==> src/rtl/score_bcd_display_pkg.sv <==
// Shared types and constants for the score BCD display: widths, FSM states,
// seven-segment codes and the double-dabble nibble adjust.
package score_bcd_display_pkg;

  localparam int unsigned SCORE_W    = 8;
  localparam int unsigned DIGIT_W    = 4;
  localparam int unsigned SEG_W      = 7;
  localparam int unsigned BCD_W      = 3 * DIGIT_W;
  localparam int unsigned SHIFT_W    = BCD_W + SCORE_W;
  localparam int unsigned CONV_STEPS = 8;
  localparam int unsigned COUNT_W    = 4;

  typedef enum logic {
    IDLE = 1'b0,
    CONV = 1'b1
  } state_t;

  typedef struct packed {
    logic [DIGIT_W-1:0] hund;
    logic [DIGIT_W-1:0] tens;
    logic [DIGIT_W-1:0] ones;
  } bcd_digits_t;

  // Active-low segments, bit order {g,f,e,d,c,b,a}
  localparam logic [SEG_W-1:0] SEG_BLANK = 7'h7F;
  localparam logic [SEG_W-1:0] SEG_0     = 7'h40;
  localparam logic [SEG_W-1:0] SEG_1     = 7'h79;
  localparam logic [SEG_W-1:0] SEG_2     = 7'h24;
  localparam logic [SEG_W-1:0] SEG_3     = 7'h30;
  localparam logic [SEG_W-1:0] SEG_4     = 7'h19;
  localparam logic [SEG_W-1:0] SEG_5     = 7'h12;
  localparam logic [SEG_W-1:0] SEG_6     = 7'h02;
  localparam logic [SEG_W-1:0] SEG_7     = 7'h78;
  localparam logic [SEG_W-1:0] SEG_8     = 7'h00;
  localparam logic [SEG_W-1:0] SEG_9     = 7'h10;

  // Add 3 to every BCD nibble that is 5 or more, ahead of a left shift
  function automatic logic [BCD_W-1:0] add3_nibbles(input logic [BCD_W-1:0] bcd);
    logic [BCD_W-1:0] res;
    logic [DIGIT_W-1:0] nib;
    res = bcd;
    for (int i = 0; i < 3; i++) begin
      nib = bcd[i*DIGIT_W +: DIGIT_W];
      if (nib >= DIGIT_W'(5)) begin
        res[i*DIGIT_W +: DIGIT_W] = nib + DIGIT_W'(3);
      end
    end
    return res;
  endfunction

endpackage

==> src/rtl/score_bcd_display_bcd_to_seg7.sv <==
// Combinational BCD digit to active-low seven-segment decoder with blanking.
module bcd_to_seg7
  import score_bcd_display_pkg::*;
(
  input  logic [DIGIT_W-1:0] digit,
  input  logic               blank,
  output logic [SEG_W-1:0]   seg_c
);

  always_comb begin
    seg_c = SEG_BLANK;
    if (!blank) begin
      case (digit)
        4'd0:    seg_c = SEG_0;
        4'd1:    seg_c = SEG_1;
        4'd2:    seg_c = SEG_2;
        4'd3:    seg_c = SEG_3;
        4'd4:    seg_c = SEG_4;
        4'd5:    seg_c = SEG_5;
        4'd6:    seg_c = SEG_6;
        4'd7:    seg_c = SEG_7;
        4'd8:    seg_c = SEG_8;
        4'd9:    seg_c = SEG_9;
        default: seg_c = SEG_BLANK;
      endcase
    end
  end

endmodule

==> src/rtl/score_bcd_display.sv <==
// Watches the score bus and, on each change, runs an 8-step double-dabble
// conversion before registering new BCD digits and seven-segment codes.
module score_bcd_display
  import score_bcd_display_pkg::*;
#(
  parameter bit BLANK_LEADING = 1'b1
) (
  input  logic               clk,
  input  logic               rst,
  input  logic [SCORE_W-1:0] currScore,
  output logic [DIGIT_W-1:0] bcdHund,
  output logic [DIGIT_W-1:0] bcdTens,
  output logic [DIGIT_W-1:0] bcdOnes,
  output logic [SEG_W-1:0]   seg7Hund,
  output logic [SEG_W-1:0]   seg7Tens,
  output logic [SEG_W-1:0]   seg7Ones,
  output logic               convBusy,
  output logic               convDone
);

  localparam logic [SEG_W-1:0] SEG_LEAD_RST = BLANK_LEADING ? SEG_BLANK : SEG_0;

  state_t             state, state_nxt;
  logic [SCORE_W-1:0] last_score, last_score_nxt;
  logic [SHIFT_W-1:0] shifter, shifter_nxt;
  logic [COUNT_W-1:0] count, count_nxt;
  bcd_digits_t        digits, digits_nxt;
  logic [SEG_W-1:0]   seg_hund, seg_hund_nxt;
  logic [SEG_W-1:0]   seg_tens, seg_tens_nxt;
  logic [SEG_W-1:0]   seg_ones, seg_ones_nxt;
  logic               busy, busy_nxt;
  logic               done, done_nxt;

  logic [BCD_W-1:0]   adj_c;
  logic [SHIFT_W-1:0] shifted_c;
  bcd_digits_t        new_digits_c;
  logic               blank_hund_c;
  logic               blank_tens_c;
  logic [SEG_W-1:0]   dec_hund_c, dec_tens_c, dec_ones_c;

  // One double-dabble step: adjust the BCD field, then shift left by one
  assign adj_c        = add3_nibbles(shifter[SHIFT_W-1 -: BCD_W]);
  assign shifted_c    = {adj_c[BCD_W-2:0], shifter[SCORE_W-1:0], 1'b0};
  assign new_digits_c = bcd_digits_t'(shifted_c[SHIFT_W-1 -: BCD_W]);

  assign blank_hund_c = BLANK_LEADING && (new_digits_c.hund == '0);
  assign blank_tens_c = blank_hund_c && (new_digits_c.tens == '0);

  bcd_to_seg7 u_dec_hund (.digit(new_digits_c.hund), .blank(blank_hund_c), .seg_c(dec_hund_c));
  bcd_to_seg7 u_dec_tens (.digit(new_digits_c.tens), .blank(blank_tens_c), .seg_c(dec_tens_c));
  bcd_to_seg7 u_dec_ones (.digit(new_digits_c.ones), .blank(1'b0),         .seg_c(dec_ones_c));

  always_ff @(posedge clk or negedge rst) begin
    if (!rst) begin
      state      <= IDLE;
      last_score <= '0;
      shifter    <= '0;
      count      <= '0;
      digits     <= '0;
      seg_hund   <= SEG_LEAD_RST;
      seg_tens   <= SEG_LEAD_RST;
      seg_ones   <= SEG_0;
      busy       <= 1'b0;
      done       <= 1'b0;
    end else begin
      state      <= state_nxt;
      last_score <= last_score_nxt;
      shifter    <= shifter_nxt;
      count      <= count_nxt;
      digits     <= digits_nxt;
      seg_hund   <= seg_hund_nxt;
      seg_tens   <= seg_tens_nxt;
      seg_ones   <= seg_ones_nxt;
      busy       <= busy_nxt;
      done       <= done_nxt;
    end
  end

  always_comb begin
    state_nxt      = state;
    last_score_nxt = last_score;
    shifter_nxt    = shifter;
    count_nxt      = count;
    digits_nxt     = digits;
    seg_hund_nxt   = seg_hund;
    seg_tens_nxt   = seg_tens;
    seg_ones_nxt   = seg_ones;
    busy_nxt       = busy;
    done_nxt       = 1'b0;
    case (state)
      IDLE: begin
        if (currScore != last_score) begin
          shifter_nxt    = {{BCD_W{1'b0}}, currScore};
          last_score_nxt = currScore;
          count_nxt      = '0;
          busy_nxt       = 1'b1;
          state_nxt      = CONV;
        end
      end
      CONV: begin
        shifter_nxt = shifted_c;
        count_nxt   = count + COUNT_W'(1);
        // Last shift: publish digits and segments together
        if (count == COUNT_W'(CONV_STEPS - 1)) begin
          digits_nxt   = new_digits_c;
          seg_hund_nxt = dec_hund_c;
          seg_tens_nxt = dec_tens_c;
          seg_ones_nxt = dec_ones_c;
          done_nxt     = 1'b1;
          busy_nxt     = 1'b0;
          state_nxt    = IDLE;
        end
      end
    endcase
  end

  assign bcdHund  = digits.hund;
  assign bcdTens  = digits.tens;
  assign bcdOnes  = digits.ones;
  assign seg7Hund = seg_hund;
  assign seg7Tens = seg_tens;
  assign seg7Ones = seg_ones;
  assign convBusy = busy;
  assign convDone = done;

endmodule

==> config.mk <==
export PLATFORM = sky130hd
export DESIGN_NAME = score_bcd_display
export DESIGN_NICKNAME = d
export VERILOG_FILES = /design/src/rtl/score_bcd_display_pkg.sv /design/src/rtl/score_bcd_display_bcd_to_seg7.sv /design/src/rtl/score_bcd_display.sv
export SDC_FILE = /design/constraint.sdc
export NUM_CORES = 1
export LEC_CHECK = 0
export CAP_MARGIN = 20
export CORE_MARGIN = 2
export CORE_UTILIZATION = 64
export CTS_CLUSTER_DIAMETER = 120
export DETAILED_ROUTE_END_ITERATION = 6
export DONT_BUFFER_PORTS = 1
export PLACE_DENSITY = 0.8
export SKIP_CTS_REPAIR_TIMING = 1
export SYNTH_ARGS = -nofsm -noshare
export SYNTH_HDL_FRONTEND = slang
export SYNTH_HIERARCHICAL = 1
export SYNTH_SLANG_ARGS = --single-unit
==> constraint.sdc <==
create_clock -name clk -period 5.6 [get_ports clk]
set_clock_uncertainty 0.15 [all_clocks]
set_input_delay 0 -clock clk [delete_from_list [all_inputs] [get_ports clk]]
set_output_delay 0 -clock clk [all_outputs]
set_load 0.01 [all_outputs]
Yosys cells after proc, flatten, opt, wreduce, memory -nomap -nowiden
Memories as Yosys holds them, arrays and structs flattened. A register that Yosys moved wholly into a read port is not among the register bits.
Index checks and enable logic that the tools add are counted.
{ "word_totals": {"register_bits": 61, "latchBits": 0, "ram_bits": 0, "rom_bits": 336, "in_bits": 10, "out_inout_bits": 35, "word_cells": 50, "mem_count": 3} }
{ "mem_list": {"columns": ["name", "depth", "word_bits", "read_ports", "rd_ports_with_merged_regs", "wr", "line", "source"], "rows": [
  ["(no name shown)", 16, 7, 1, 0, 0, "score_bcd_display_bcd_to_seg7.sv:13", "case (digit)"],
  ["(no name shown)", 16, 7, 1, 1, 0, "score_bcd_display_bcd_to_seg7.sv:13", null],
  ["(no name shown)", 16, 7, 1, 0, 0, "score_bcd_display_bcd_to_seg7.sv:13", null]
]} }
{ "classes": {"add_sub_neg": 4, "mul": 0, "div": 0, "n_lt_le_gt_ge": 3, "eq_ne": 4, "shifts": 0, "n_mux": 17, "bitwise_logic": 1, "n_reduce_logical": 7} }
{ "op_table": {"columns": ["cell", "count"], "rows": [
  ["one-hot mux 20 bit (2 select lines)", 1],
  ["two-way mux 20 bit", 1],
  ["two-way mux 7 bit", 2],
  ["greater-or-equal comparator 4 x 3 -> 1 bit, second input constant", 3],
  ["two-way mux 4 bit", 3],
  ["adder 4 x 2 -> 4 bit, second input constant", 2],
  ["zero test 4 bit", 2],
  ["!= test 8 bit", 1],
  ["one-hot mux 4 bit (2 select lines)", 1],
  ["two-way mux 1 bit", 6],
  ["AND reduction 2 bit", 3],
  ["adder 4 x 1 -> 4 bit, second input constant", 1],
  ["== test 4 x 3 -> 1 bit, second input constant", 1],
  ["one-hot mux 1 bit (2 select lines)", 2],
  ["adder 3 x 2 -> 3 bit, second input constant", 1],
  ["two-way mux 3 bit", 1],
  ["!= test 2 x 1 -> 1 bit, second input constant", 1],
  ["!= test 2 bit, second input constant", 1],
  ["logical AND 1 bit", 1],
  ["zero test 1 bit", 1],
  ["inverter 1 bit", 1]
]} }

Depth between registers and ports, before layout
{ "depth": {"ltp_word": 5, "mapped_depth": 12, "ltp_nobuf": 12} }

Hierarchy
Netlist, hierarchy kept.
{ "by_module_without_submodules": {"columns": ["module", "n_inst", "cells_each", "area_each_um2", "seq_area_each_um2"], "rows": [
  ["score_bcd_display", 1, 269, 3032.9, 1720.4],
  ["bcd_to_seg7", 3, 33, 235.2, 0.0]
]} }

Least setup slack after synthesis
Ideal clock, no wire load.
{ "synth_path": {"kind": "flip-flop to flip-flop", "startpoint": "register shifter[16]", "endpoint": "register seg_tens[5] (netlist: seg7Tens[5])", "setup_time_ns": 0.061, "t_arrival_ns": 2.444, "required_ns": 5.389, "path_slack_ns": 2.945, "stages_incl_launch_ff": 10, "n_path_buf": 0, "period_less_slack_ns": 2.655, "path_cell_list": "dfrtp_1 -> ha_1 -> nand2b_1 -> a21oi_1 -> mux2i_1 -> nor4b_1 -> nor2_1 -> a21oi_1 -> nand2_1 -> nand2_1"} }
{ "synth_via": {"elab_chain_len": 5, "word_cells_on_any_way": 6, "cone_classes": "add/sub (1); order compare (1); mux (2); reduce/logical (2)"} }
{ "synth_lines": {"columns": ["element", "line", "source"], "rows": [
  ["from (decl)", "score_bcd_display.sv:25", "logic [SHIFT_W-1:0] shifter, shifter_nxt;"],
  ["from (signal assigned)", "score_bcd_display.sv:68", "shifter <= shifter_nxt;"],
  ["greater-or-equal comparator 4 x 3 -> 1 bit / adder 3 x 2 -> 3 bit (equally long branches)", "score_bcd_display_pkg.sv:44, score_bcd_display_pkg.sv:45", null],
  ["two-way mux 3 bit (*)", "score_bcd_display_pkg.sv:44", "if (nib >= DIGIT_W'(5)) begin"],
  ["zero test 4 bit (*)", "score_bcd_display.sv:46", "assign blank_hund_c = BLANK_LEADING && (new_digits_c.hund == '0);"],
  ["logical AND 1 bit (*)", "score_bcd_display.sv:47", "assign blank_tens_c = blank_hund_c && (new_digits_c.tens == '0);"],
  ["named net blank_tens_c", "score_bcd_display.sv:38", "logic blank_tens_c;"],
  ["two-way mux 7 bit (*)", "score_bcd_display_bcd_to_seg7.sv:12", "if (!blank) begin"],
  ["named net dec_tens_c[5]", "score_bcd_display.sv:39", "logic [SEG_W-1:0] dec_hund_c, dec_tens_c, dec_ones_c;"],
  ["to (signal assigned)", "score_bcd_display.sv:72", "seg_tens <= seg_tens_nxt;"],
  ["to (decl)", "score_bcd_display.sv:29", "logic [SEG_W-1:0] seg_tens, seg_tens_nxt;"]
]} }
The timed path passes the listed nets; every way through them passes the cells marked *.
A chain may end at the register's enable or synchronous reset.

Worst setup path in the final report
Ends and elaborated chain as after synthesis.

==> impl_metrics.tcl <==
set metrics [dict create \
    grt_max_degree 69 \
    synthMuxAreaShare_pct 7.363 \
    synth_top_area_cell "dfrtp_1" \
    syn_inst 368 \
    drc 0 \
    rsz0062_at_grt "no" \
    drt_iter0_drc 101 \
    syn_area_per_cell_um2 10.16 \
    worstPathArrival_ns 2.98 \
    outcome "finished, final reports clean" \
    timing.hold.ws_ns 0.02818 \
    finalSetupTns_ns 0 \
    place_ws_ns 2.440 \
    hold_violations 0 \
    final_area_mm2 0.004100 \
    place_area_mm2 0.003771 \
    cts.sinks 68 \
    finalPower_mw 2.921 \
    critPathRequiredTime_ns 5.73 \
    final_util_pct 73.56 \
    grt_pass1_vias 2526 \
    setup_viol 0 \
    grt_pass1_wl_mm 11.51 \
    fin_crit_sh_pct 50.91 \
    mostFrequentLayoutCells "78 x nand2_1, 53 x dfrtp_1, 22 x ha_1, 21 x a21oi_1, 20 x mux2_2" \
    switching_share_pct 42.21 \
    fmax_ghz 0.3507 \
    cts_buffer_depth 2 \
    ys_seq_area_share_pct 46.02 \
    worst_pin_slew_ns 0.8613 \
    rows 27 \
    port_buffers 0 \
    core_mm2 0.005574 \
    combPwrFrac_pct 51.6 \
    async_flop_share_pct 100.0 \
    synth_top_family_by_area "simple AND/OR/NAND/NOR gates" \
    layout-drive-gt1-share_pct 17.69 \
    synthAdderAreaFrac_pct 7.363 \
    ys.flop_type "dfrtp_1" \
    htree_levels 3 \
    intPower_mw 1.688 \
    maxSlewViolCount 0 \
    netlist_area_mm2 0.003739 \
    cts_buffers 9 \
    cpPeakStageDelay_ns 0.48 \
    synth_top_area_share_pct 35.48 \
    fp.dieArea_mm2 0.006469 \
    synth_cell_types 42 \
    gp_congestion 0.8103 \
    yosys_warnings 6 \
    slowest_stage "nor4b_1" \
    layout_min_cycle_time_ns 2.851 \
    fill_cells 417 \
    antennaDiodeCount 0 \
    p_per_area_mw_per_mm2 712.3 \
    power_frac_seq_pct 34.1 \
    path_cells "inv_1 -> ha_1 -> nand2b_1 -> a21oi_1 -> mux2i_1 -> nor4b_1 -> clkbuf_2 -> nor2_1 -> a21oi_1 -> nand2_1 -> nand2_1" \
    synth_edf_count 0 \
    cts_tree "yes" \
    vdd_ir_drop_max_mv 0.3186 \
    synth_seq_cells 68 \
    ios 45 \
    antenna_found_initial 0 \
    end_kind "flop" \
    cap_viol_max_count 0 \
    ant_nets 0 \
    synth-simple-area-share_pct 18.31 \
    drt_pass1_iterations 4 \
    dp_cells 435 \
    nets 417 \
    ys_top_cells_by_area "dfrtp_1 35%, dfstp_2 11%, nand2_1 7.8%" \
    layout_setup_ws_ns 2.749 \
    clkLatencyLatePin_ns 0.34 \
    die_x_um 80.43 \
    wl_per_cell_um 14.82 \
    track_usage_pct 23.47 \
    layout_commonest_cell "nand2_1" \
    dpl.hpwl_mm 4.541 \
    vias_per_cell 5.589 \
    path_clk_slew_ns 0.07 \
    relSlewSlack_pct 40.94 \
    vias 2582 \
    fp.dieH_um 80.43 \
    min_path_type "input port to flop" \
    gr-total-overflow 0 \
    synth_xor_area_share_pct 3.514 \
    power_switching_mw 1.233 \
    worstPathMaxFanout 5 \
    final_cells 462 \
    crit_type "flop to flop" \
    drt_wl_total_mm 6.845 \
    initial_core_util_pct 67.07 \
    p_clk_share_pct 14.3 \
    startpoint_type "flop" \
    cts-root-buf "clkbuf_8" \
    leakagePower_nw 1.923 \
    synth_compound_area_share_pct 12.78 \
    area_growth_pct 9.672 \
]
-- worst max-delay path, delay by kind of cell, from the launching register on --
family / cells / cell delay (ns)
compound gates: 2 / 0.55
simple gates: 5 / 0.78
fa+ha+maj: 1 / 0.19
mux: 1 / 0.29
flops: 1 / 0.44
buf+inv: 2 / 0.38
-- synth_stat cells, types with 2 or more instances --
| cell type | instances |
|---|---|
| dfrtp_1 | 53 |
| clkbuf_1 | 4 |
| nand4_1 | 3 |
| xor2_1 | 4 |
| a211o_1 | 2 |
| dfstp_2 | 15 |
| buf_4 | 2 |
| o21bai_1 | 3 |
| o22ai_1 | 3 |
| xnor2_1 | 11 |
| nor2_1 | 10 |
| a22o_1 | 13 |
| o21ai_0 | 16 |
| buf_6 | 4 |
| mux2_2 | 20 |
| mux2i_1 | 5 |
| nor3b_1 | 2 |
| nand2b_4 | 3 |
| nor3_1 | 3 |
| nor2b_1 | 4 |
| buf_2 | 4 |
| ha_1 | 22 |
| inv_1 | 15 |
| and2_1 | 8 |
| a221o_1 | 6 |
| nor3b_2 | 3 |
| a21oi_1 | 21 |
| nand2b_1 | 14 |
| nand2_1 | 78 |
| nor3_2 | 4 |
| a21o_1 | 2 |
-- flip-flops by register name, summed over array words and instances (netlist names) --
register / cells
last_score: 8
state: 1
seg7Tens: 7
bcdTens: 4
seg7Hund: 7
shifter: 20
convBusy: 1
convDone: 1
bcdHund: 4
bcdOnes: 4
count: 4
seg7Ones: 7
-- worst paths after layout --
path	startpoint	end	slack, ns	depth (start not counted)
setup / recovery	shifter[16]$_DFFE_PN0P_	seg7Tens[5]$_DFFE_PN1P_	2.75	11
hold / removal	currScore[1]	count[1]$_DFFE_PN0P_	0.03	4
setup reg to reg	shifter[16]$_DFFE_PN0P_	seg7Tens[5]$_DFFE_PN1P_	2.75	11
hold reg to reg	seg7Hund[0]$_DFFE_PN1P_	seg7Hund[0]$_DFFE_PN1P_	0.33	2
max in group asynchronous	rst	seg7Hund[6]$_DFFE_PN1P_	4.94	2
min in group asynchronous	rst	bcdHund[1]$_DFFE_PN0P_	0.05	2
-- power by group through the flow --
| stage | registers, mW | logic (mW) | clock network [mW] |
|---|---|---|---|
| 2_1_floorplan | 0.944 | 1.28 | 0 |
| 3_3_place_gp | 0.997 | 1.42 | 0 |
| 3_5_place_dp | 1.01 | 1.48 | 0 |
| 6_report | 0.996 | 1.51 | 0.417 |
| 4_1_cts | 0.999 | 1.50 | 0.428 |
| 5_1_grt | 1.03 | 1.72 | 0.446 |
-- kinds of logic after synthesis --
kind of cell	Yosys count
adders and majority gates	22
AOI/OAI and AO/OA	71
other	1
buffers and inverters	31
DFF	68
xor gates and xnor gates	15
and+or+nand+nor	135
muxes	25
-- final cells by class --
type	count	area (um2)	share of cell area [%]
multi-input cells	275	1871	45.62
flip-flops and latches	68	1720	41.96
clock inverters	1	30.03	0.7324
clock buffers	15	176.4	4.303
well taps	72	90.09	2.197
inverters	16	60.06	1.465
repair buffers	15	152.6	3.723
-- per-layer routing --
layer	GRT usage [%]	vias to the layer above	part of all wire, %
li1	-	1281	-
met1	29.65	1238	45
met2	37.42	52	49
met3	6.404	11	4.5
met4	11.02	0	1.9
met5	0	-	0
No activity file was read; power rests on OpenSTA's default activity.
